`src/rtl/stopwatch_pkg.sv`:
```
// Shared types and helpers for the mm:ss lap stopwatch.
//   sw_state_t  : top-level control state
//   bcd_time_t  : packed BCD time {ten_m, one_m, ten_s, one_s}
//   TIME_ZERO   : 00:00
//   MAX_TIME    : 59:59
//   bcd_clamp() : forces an arbitrary 16-bit value into a legal mm:ss BCD time
package stopwatch_pkg;

    typedef enum logic [1:0] {
        IDLE    = 2'd0,
        RUN     = 2'd1,
        PAUSE   = 2'd2,
        EXPIRED = 2'd3
    } sw_state_t;

    typedef struct packed {
        logic [3:0] ten_m;
        logic [3:0] one_m;
        logic [3:0] ten_s;
        logic [3:0] one_s;
    } bcd_time_t;

    localparam bcd_time_t TIME_ZERO = 16'h0000;
    localparam bcd_time_t MAX_TIME  = 16'h5959;

    // An out-of-range tens digit saturates its whole field (mm or ss) to 59,
    // so 00:A7 becomes 00:59. Otherwise an out-of-range units digit clamps to 9.
    function automatic bcd_time_t bcd_clamp(input bcd_time_t t);
        bcd_time_t r;
        r = t;
        if (t.ten_s > 4'd5) begin
            r.ten_s = 4'd5;
            r.one_s = 4'd9;
        end else if (t.one_s > 4'd9) begin
            r.one_s = 4'd9;
        end
        if (t.ten_m > 4'd5) begin
            r.ten_m = 4'd5;
            r.one_m = 4'd9;
        end else if (t.one_m > 4'd9) begin
            r.one_m = 4'd9;
        end
        return r;
    endfunction

endpackage

```
`src/rtl/bcd_mmss_counter.sv`:
```
// BCD mm:ss up/down counter with full ripple of carry/borrow in one cycle.
// Ports:
//   clk, rst_n    clock, asynchronous active-low reset
//   clr           synchronous clear to 00:00 (highest priority)
//   load/load_val synchronous load of a BCD time
//   en            step one second this cycle
//   down          step direction (1 = count down)
//   value         current BCD time
//   zero          value is 00:00
//   step_to_zero  a step taken now would land on 00:00
module bcd_mmss_counter
    import stopwatch_pkg::*;
(
    input  logic        clk,
    input  logic        rst_n,
    input  logic        clr,
    input  logic        load,
    input  logic [15:0] load_val,
    input  logic        en,
    input  logic        down,
    output logic [15:0] value,
    output logic        zero,
    output logic        step_to_zero
);

    bcd_time_t value_q;
    bcd_time_t stepped;

    // Next value one second away; 59:59 wraps to 00:00 going up and
    // 00:00 wraps to 59:59 going down.
    always_comb begin
        stepped = value_q;
        if (down) begin
            if (value_q.one_s != 4'd0) begin
                stepped.one_s = value_q.one_s - 4'd1;
            end else begin
                stepped.one_s = 4'd9;
                if (value_q.ten_s != 4'd0) begin
                    stepped.ten_s = value_q.ten_s - 4'd1;
                end else begin
                    stepped.ten_s = 4'd5;
                    if (value_q.one_m != 4'd0) begin
                        stepped.one_m = value_q.one_m - 4'd1;
                    end else begin
                        stepped.one_m = 4'd9;
                        if (value_q.ten_m != 4'd0) begin
                            stepped.ten_m = value_q.ten_m - 4'd1;
                        end else begin
                            stepped.ten_m = 4'd5;
                        end
                    end
                end
            end
        end else begin
            if (value_q.one_s < 4'd9) begin
                stepped.one_s = value_q.one_s + 4'd1;
            end else begin
                stepped.one_s = 4'd0;
                if (value_q.ten_s < 4'd5) begin
                    stepped.ten_s = value_q.ten_s + 4'd1;
                end else begin
                    stepped.ten_s = 4'd0;
                    if (value_q.one_m < 4'd9) begin
                        stepped.one_m = value_q.one_m + 4'd1;
                    end else begin
                        stepped.one_m = 4'd0;
                        if (value_q.ten_m < 4'd5) begin
                            stepped.ten_m = value_q.ten_m + 4'd1;
                        end else begin
                            stepped.ten_m = 4'd0;
                        end
                    end
                end
            end
        end
    end

    always_ff @(posedge clk or negedge rst_n) begin
        if (!rst_n) begin
            value_q <= TIME_ZERO;
        end else if (clr) begin
            value_q <= TIME_ZERO;
        end else if (load) begin
            value_q <= bcd_time_t'(load_val);
        end else if (en) begin
            value_q <= stepped;
        end
    end

    assign value        = value_q;
    assign zero         = (value_q == TIME_ZERO);
    assign step_to_zero = (stepped == TIME_ZERO);

endmodule

```
`src/rtl/lap_stopwatch_core.sv`:
```
// Single-clock mm:ss stopwatch/timer core with a circular lap buffer.
// A clock-enable prescaler produces the 1 s tick; all control inputs are
// one-cycle pulses from the debounce front end.
// Ports:
//   clk, rst_n   clock, asynchronous active-low reset
//   start_stop   pulse: IDLE/PAUSE -> RUN, RUN -> PAUSE
//   lap          pulse: capture live time (RUN only)
//   clear        pulse: back to IDLE, zero time, empty lap buffer
//   mode_down    countdown select, sampled when leaving IDLE
//   preset       BCD countdown start value (clamped to legal mm:ss)
//   view_next    pulse: advance lap view index, wraps over stored laps
//   disp_sel     0 = live time, 1 = lap[view_idx]
//   disp         BCD time to display
//   running      1 in RUN
//   expired      1 in EXPIRED
//   lap_cnt      number of valid laps, saturates at LAP_DEPTH
//   view_idx     displayed lap index, 0 = oldest valid
//   lap_ovf      sticky: lap captured while buffer full
//   state_dbg    current control state (sw_state_t encoding)
//
// Handshake: there is no flow control; every input pulse is acted on in the
// cycle it is high, with same-cycle priority clear > start_stop > lap > view_next.
module lap_stopwatch_core
    import stopwatch_pkg::*;
#(
    parameter int  TICK_DIV  = 100_000_000,
    parameter int  LAP_DEPTH = 4,
    localparam int LAP_AW    = $clog2(LAP_DEPTH)
) (
    input  logic              clk,
    input  logic              rst_n,
    input  logic              start_stop,
    input  logic              lap,
    input  logic              clear,
    input  logic              mode_down,
    input  logic [15:0]       preset,
    input  logic              view_next,
    input  logic              disp_sel,
    output logic [15:0]       disp,
    output logic              running,
    output logic              expired,
    output logic [LAP_AW:0]   lap_cnt,
    output logic [LAP_AW-1:0] view_idx,
    output logic              lap_ovf,
    output logic [1:0]        state_dbg
);

    localparam int                 PW         = $clog2(TICK_DIV);
    localparam logic [PW-1:0]      PRESC_LAST = PW'(TICK_DIV - 1);
    localparam logic [LAP_AW:0]    LAP_FULL   = (LAP_AW + 1)'(LAP_DEPTH);

    sw_state_t         state_q, state_d;
    logic              mode_down_q;
    logic [PW-1:0]     presc_q;
    logic              tick;

    bcd_time_t         preset_c;
    logic [15:0]       live;
    logic              live_zero;
    logic              live_step_to_zero;

    logic              cnt_clr, cnt_load, cnt_en;
    logic              presc_clr, presc_inc, mode_latch;
    logic              lap_we, view_adv, clear_laps;

    logic [15:0]       lap_ram [LAP_DEPTH];
    logic [LAP_AW-1:0] wr_ptr_q;
    logic [LAP_AW:0]   lap_cnt_q;
    logic [LAP_AW-1:0] view_idx_q;
    logic              lap_ovf_q;
    logic              lap_full;
    logic [LAP_AW:0]   view_plus;
    logic [LAP_AW-1:0] rd_addr;

    assign preset_c = bcd_clamp(bcd_time_t'(preset));
    assign tick     = (state_q == RUN) && (presc_q == PRESC_LAST);
    assign lap_full = (lap_cnt_q == LAP_FULL);

    bcd_mmss_counter u_counter (
        .clk          (clk),
        .rst_n        (rst_n),
        .clr          (cnt_clr),
        .load         (cnt_load),
        .load_val     (mode_down ? preset_c : TIME_ZERO),
        .en           (cnt_en),
        .down         (mode_down_q),
        .value        (live),
        .zero         (live_zero),
        .step_to_zero (live_step_to_zero)
    );

    // ---------------- control FSM ----------------
    always_ff @(posedge clk or negedge rst_n) begin
        if (!rst_n) begin
            state_q <= IDLE;
        end else begin
            state_q <= state_d;
        end
    end

    always_comb begin
        state_d    = state_q;
        cnt_clr    = 1'b0;
        cnt_load   = 1'b0;
        cnt_en     = 1'b0;
        presc_clr  = 1'b0;
        presc_inc  = 1'b0;
        mode_latch = 1'b0;
        lap_we     = 1'b0;
        view_adv   = 1'b0;
        clear_laps = 1'b0;

        if (clear) begin
            state_d    = IDLE;
            cnt_clr    = 1'b1;
            presc_clr  = 1'b1;
            clear_laps = 1'b1;
        end else begin
            case (state_q)
                IDLE: begin
                    if (start_stop) begin
                        cnt_load   = 1'b1;
                        presc_clr  = 1'b1;
                        mode_latch = 1'b1;
                        state_d    = (mode_down && preset_c == TIME_ZERO) ? EXPIRED : RUN;
                    end else begin
                        view_adv = view_next;
                    end
                end
                RUN: begin
                    // The prescaler advances in every RUN cycle, including the
                    // one in which start_stop pauses the count.
                    presc_inc = 1'b1;
                    cnt_en    = tick;
                    // Reaching 00:00 in countdown wins over a same-cycle pause.
                    if (mode_down_q && (live_zero || (tick && live_step_to_zero))) begin
                        state_d = EXPIRED;
                    end else if (start_stop) begin
                        state_d = PAUSE;
                    end
                    if (!start_stop) begin
                        if (lap) begin
                            lap_we = 1'b1;
                        end else begin
                            view_adv = view_next;
                        end
                    end
                end
                PAUSE: begin
                    if (start_stop) begin
                        state_d = RUN;
                    end else begin
                        view_adv = view_next;
                    end
                end
                default: begin
                    // EXPIRED waits for clear only.
                end
            endcase
        end
    end

    // ---------------- prescaler and mode latch ----------------
    always_ff @(posedge clk or negedge rst_n) begin
        if (!rst_n) begin
            presc_q     <= '0;
            mode_down_q <= 1'b0;
        end else begin
            if (presc_clr) begin
                presc_q <= '0;
            end else if (presc_inc) begin
                presc_q <= tick ? '0 : presc_q + PW'(1);
            end
            if (clear) begin
                mode_down_q <= 1'b0;
            end else if (mode_latch) begin
                mode_down_q <= mode_down;
            end
        end
    end

    // ---------------- lap bookkeeping ----------------
    assign view_plus = {1'b0, view_idx_q} + (LAP_AW + 1)'(1);

    always_ff @(posedge clk or negedge rst_n) begin
        if (!rst_n) begin
            wr_ptr_q   <= '0;
            lap_cnt_q  <= '0;
            view_idx_q <= '0;
            lap_ovf_q  <= 1'b0;
        end else if (clear_laps) begin
            wr_ptr_q   <= '0;
            lap_cnt_q  <= '0;
            view_idx_q <= '0;
            lap_ovf_q  <= 1'b0;
        end else begin
            if (lap_we) begin
                wr_ptr_q <= wr_ptr_q + LAP_AW'(1);
                if (lap_full) begin
                    lap_ovf_q <= 1'b1;
                end else begin
                    lap_cnt_q <= lap_cnt_q + (LAP_AW + 1)'(1);
                end
            end
            if (view_adv && lap_cnt_q != '0) begin
                view_idx_q <= (view_plus >= lap_cnt_q) ? '0 : view_plus[LAP_AW-1:0];
            end
        end
    end

    always_ff @(posedge clk or negedge rst_n) begin
        if (!rst_n) begin
            for (int i = 0; i < LAP_DEPTH; i++) begin
                lap_ram[i] <= '0;
            end
        end else if (lap_we) begin
            lap_ram[wr_ptr_q] <= live;
        end
    end

    // Once the buffer has wrapped, the oldest entry sits at the write pointer.
    assign rd_addr = (lap_full ? wr_ptr_q : '0) + view_idx_q;

    // ---------------- outputs ----------------
    always_comb begin
        disp = live;
        if (disp_sel) begin
            disp = (lap_cnt_q == '0) ? TIME_ZERO : lap_ram[rd_addr];
        end
    end

    assign running   = (state_q == RUN);
    assign expired   = (state_q == EXPIRED);
    assign lap_cnt   = lap_cnt_q;
    assign view_idx  = view_idx_q;
    assign lap_ovf   = lap_ovf_q;
    assign state_dbg = state_q;

endmodule
```
`config.mk`:
```
export PLATFORM = sky130hd
export DESIGN_NAME = lap_stopwatch_core
export DESIGN_NICKNAME = d
export VERILOG_FILES = /design/src/rtl/stopwatch_pkg.sv /design/src/rtl/bcd_mmss_counter.sv /design/src/rtl/lap_stopwatch_core.sv
export SDC_FILE = /design/constraint.sdc
export NUM_CORES = 1
export LEC_CHECK = 0
export CELL_PAD_IN_SITES_DETAIL_PLACEMENT = 1
export CELL_PAD_IN_SITES_GLOBAL_PLACEMENT = 1
export CORE_ASPECT_RATIO = 0.9
export CORE_UTILIZATION = 45
export DETAILED_ROUTE_END_ITERATION = 10
export DONT_BUFFER_PORTS = 1
export GPL_TIMING_DRIVEN = 0
export PLACE_DENSITY = 0.84
export SLEW_MARGIN = 5
export SYNTH_ARGS = -nofsm -noshare
export SYNTH_HDL_FRONTEND = slang
export SYNTH_SLANG_ARGS = --single-unit
```
`constraint.sdc`:
```
create_clock -name clk -period 2.9 [get_ports clk]
set_input_delay 0.29 -clock clk [delete_from_list [all_inputs] [get_ports clk]]
set_output_delay 0.29 -clock clk [all_outputs]
set_load 0.01 [all_outputs]
```
==> flow_metrics.env <==
export IMPL_vias=6590
export IMPL_maxCapViolations=0
export IMPL_critical_path_peak_fanout=4
export IMPL_max_stage_delay_ns=0.52
export IMPL_synth_seq_cells=118
export IMPL_clock_sinks=118
export IMPL_path_clk_slew_ns=0.06
export IMPL_cpMostUsedCell="nor4_4"
export IMPL_place_congestion=0.9011
export IMPL_grt_pass1_vias=7050
export IMPL_slowest_stage="or4_4"
export IMPL_multi_input_area_um2=3974
export IMPL_total_power_mw=6.427
export IMPL_synth_area_um2=6917
export IMPL_ys_flop_type="dfrtp_1"
export IMPL_antenna_found_initial=0
export IMPL_slew_violations=0
export IMPL_slew_headroom_pct=30.01
export IMPL_grt_ovfl_total=0
export IMPL_synth_seq_area_share_pct=42.69
export IMPL_htreeDepth=4
export IMPL_cts_tree="done"
export IMPL_p_leak_nw=3.411
export IMPL_rrSetupSlack_ns=-0.18
export IMPL_crit_chain="inv_6 > ha_4 > or3b_4 > buf_6 > nor4_4 > and3_1 > o21ai_1 > or4_4 > nor4_4 > o31ai_2 > mux2_4"
export IMPL_track_usage_pct=31.35
export IMPL_n_fill_cell=1667
export IMPL_cp_buffers_inverters=2
export IMPL_failed_checks="negative hold slack, negative setup slack"
export IMPL_ys_types=66
export IMPL_layout_cells_non_filler=1026
export IMPL_yosys_warnings=0
export IMPL_cp_required_ns=3.20
export IMPL_critPathTopFamily="simple AND/OR/NAND/NOR gates"
export IMPL_ant_nets=0
export IMPL_synth_top_cell_area_share_pct=42.69
export IMPL_rsz0062_at_grt="yes"
export IMPL_routedWlPerCell_um=24.11
export IMPL_run_status="finished with violations"
export IMPL_drc_errors=0
export IMPL_synth_edf_count=0
export IMPL_wl_mm=24.73
export IMPL_synthesis_nets=816
export IMPL_via_per_inst=6.423
export IMPL_grt_max_degree=119
export IMPL_fin_area_um2=8496
export IMPL_cts_buffers=17
export IMPL_die_area_um2=15870
export IMPL_grt_pass1_wl_mm=38.44
export IMPL_io_buffers=0
export IMPL_fin_util_pct=57.13
export IMPL_finalHoldViolations=118
export IMPL_area_growth_pct=22.83
export IMPL_power_density_nw_per_um2=756.5
export IMPL_hp_class="input pin to asynchronous set/reset pin"
export IMPL_placementRows=42
export IMPL_n_antenna_cell=0
export IMPL_whs_ns=-0.4388
export IMPL_ios=50
export IMPL_ir_drop_mv=0.4952
export IMPL_placed_cell_area_um2=7166
export IMPL_critPathKind="register to register"
export IMPL_async_reset_ff_share_pct=100.0
export IMPL_timing_fmax_mhz=324.7
export IMPL_postSynthAreaPerCell_um2=9.018
export IMPL_start_util_pct=46.51
export IMPL_drtPass1Iterations=5
export IMPL_end_kind="register"
export IMPL_die_width_um=132.7
export IMPL_seq_area_um2=2965
export IMPL_placed_cells=965
export IMPL_drtIter0Drc=590
export IMPL_finClkSkew_ns=0.007558
export IMPL_dp_hpwl_mm=15.22
export IMPL_critPathArrivalTime_ns=3.38
export IMPL_nNetsFinal=864
export IMPL_startpoint_type="register"
export IMPL_clock_path_buffers=2
export IMPL_insertion_delay_ns=0.42
export IMPL_synth_cells=767
export IMPL_core_area_um2=14870
export IMPL_final_setup_worst_slack_ns=-0.1799
export IMPL_finalSetupViolCount=3
export IMPL_synthTopCellsByArea="dfrtp_1 43%, o21ai_0 7.0%, nand2_1 5.5%"
export IMPL_layout_drive_gt1_share_pct=22.46
export IMPL_post_route_min_period_ns=3.080
export IMPL_synth_top_area_cell="dfrtp_1"
export IMPL_worst_pin_slew_ns=1.050
export IMPL_die_h_um=119.6
export IMPL_fin_crit_sh_pct=106.2
export IMPL_cts_root_buffer="clkbuf_16"
[cell usage in the layout (no fill, tap or decap), types with 14 or more instances in the layout]
cell / count
dfrtp_1: 108
nand2_1: 99
o21ai_0: 97
nor2_1: 63
buf_4: 32
a21oi_1: 28
inv_1: 23
clkbuf_1: 23
ha_1: 19
nand3_1: 17
clkbuf_16: 17
mux4_2: 16
inv_2: 15
o22ai_1: 14
xor2_1: 14
[per-stage QoR]
stage | TNS [ns] | setup WS, ns
2_1_floorplan | -0.1249 | -0.1249
3_3_place_gp | -47.98 | -0.7200
3_5_place_dp | -60.46 | -0.7880
4_1_cts | -0.4523 | -0.2667
5_1_grt | -7.307 | -0.2749
6_report | -0.3219 | -0.1799
[what timing repair did]
item	in CTS	in global routing
pin swaps	10	9
setup buffers	24	8
cloned	1	0
endpoints found under the hold margin	118	118
endpoints found under the setup margin	124	105
gates resized for setup	68	68
[worst paths after layout]
kind / endpoint / depth (start not counted) / start
max in group asynchronous: lap_cnt[1] / 0 / rst_n
min in group clk: u_counter.value[1] / 2 / preset[1]
worst min-delay path: lap_ram[26] / 0 / rst_n
worst max-delay path: state_dbg[1] / 11 / u_counter.value[4]
worst min register to register: lap_ram[63] / 2 / lap_ram[63]
worst max register to register: state_dbg[1] / 11 / u_counter.value[4]
[report_power, final]
part	internal, mW	switching, mW
clock network	1.51	0.797
registers	1.78	0.141
logic	0.889	1.32
[synth_stat cells (all sizes together) (4+ instances only)]
cell type	count
a31oi	6
xnor2	8
nor4	12
and4	4
and3	9
ha	25
o21ai	99
o22ai	27
nor2b	5
nand2	101
nand4	8
nand3	17
or4	4
nor2	63
a211oi	6
xor2	15
dfrtp	118
nor3b	9
nor3	15
nand2b	10
a221oi	4
o31ai	4
inv	45
buf	8
or3	8
o211ai	12
mux4	16
a21oi	28
clkbuf	36
[cell families (layout without fill, tap and decap cells)]
| family | Yosys count | after routing | share of synthesized area (%) |
|---|---|---|---|
| and+or+nand+nor | 280 | 280 | 20.30 |
| buffers and inverters | 89 | 150 | 5.011 |
| DFF | 118 | 118 | 42.69 |
| adders and majority gates | 25 | 25 | 4.522 |
| AOI/OAI and AO/OA | 212 | 212 | 18.70 |
| xor gates and xnor gates | 23 | 23 | 2.913 |
| muxes | 20 | 20 | 5.861 |
[sequential cells by signal, indices dropped and copies added, names as in the netlist]
register         count
lap_cnt              3
lap_ovf              1
lap_ram             64
mode_down_q          1
presc_q             27
state_dbg            2
u_counter.value     16
view_idx             2
wr_ptr_q             2
[worst register-to-register path, delay by kind of cell (launching register included)]
kind / cells / cell delay [ns]
AO/OA/AOI/OAI: 2 / 0.16
adder cells (fa/ha/maj): 1 / 0.14
AND/OR/NAND/NOR: 5 / 1.69
multiplexers: 1 / 0.32
buffers and inverters: 2 / 0.23
flip-flops: 1 / 0.43
[final cells by class]
type,count,area share (%)
clock inverter,11,2.018
timing repair buffer,33,3.093
buffer,40,2.533
multi-input combinational,560,46.77
tap,198,2.916
sequential,118,34.90
clock buffer,21,5.538
inverter,45,2.224
[layer usage]
metal,global-route usage [%],vias to the layer above,part of all wire (%)
met3,6.760,77,5.5
met5,0,-,0
met2,51.22,281,50
li1,-,2866,-
met4,16.09,0,3.8
met1,39.30,3366,41
(Power assumes the default switching activity.)
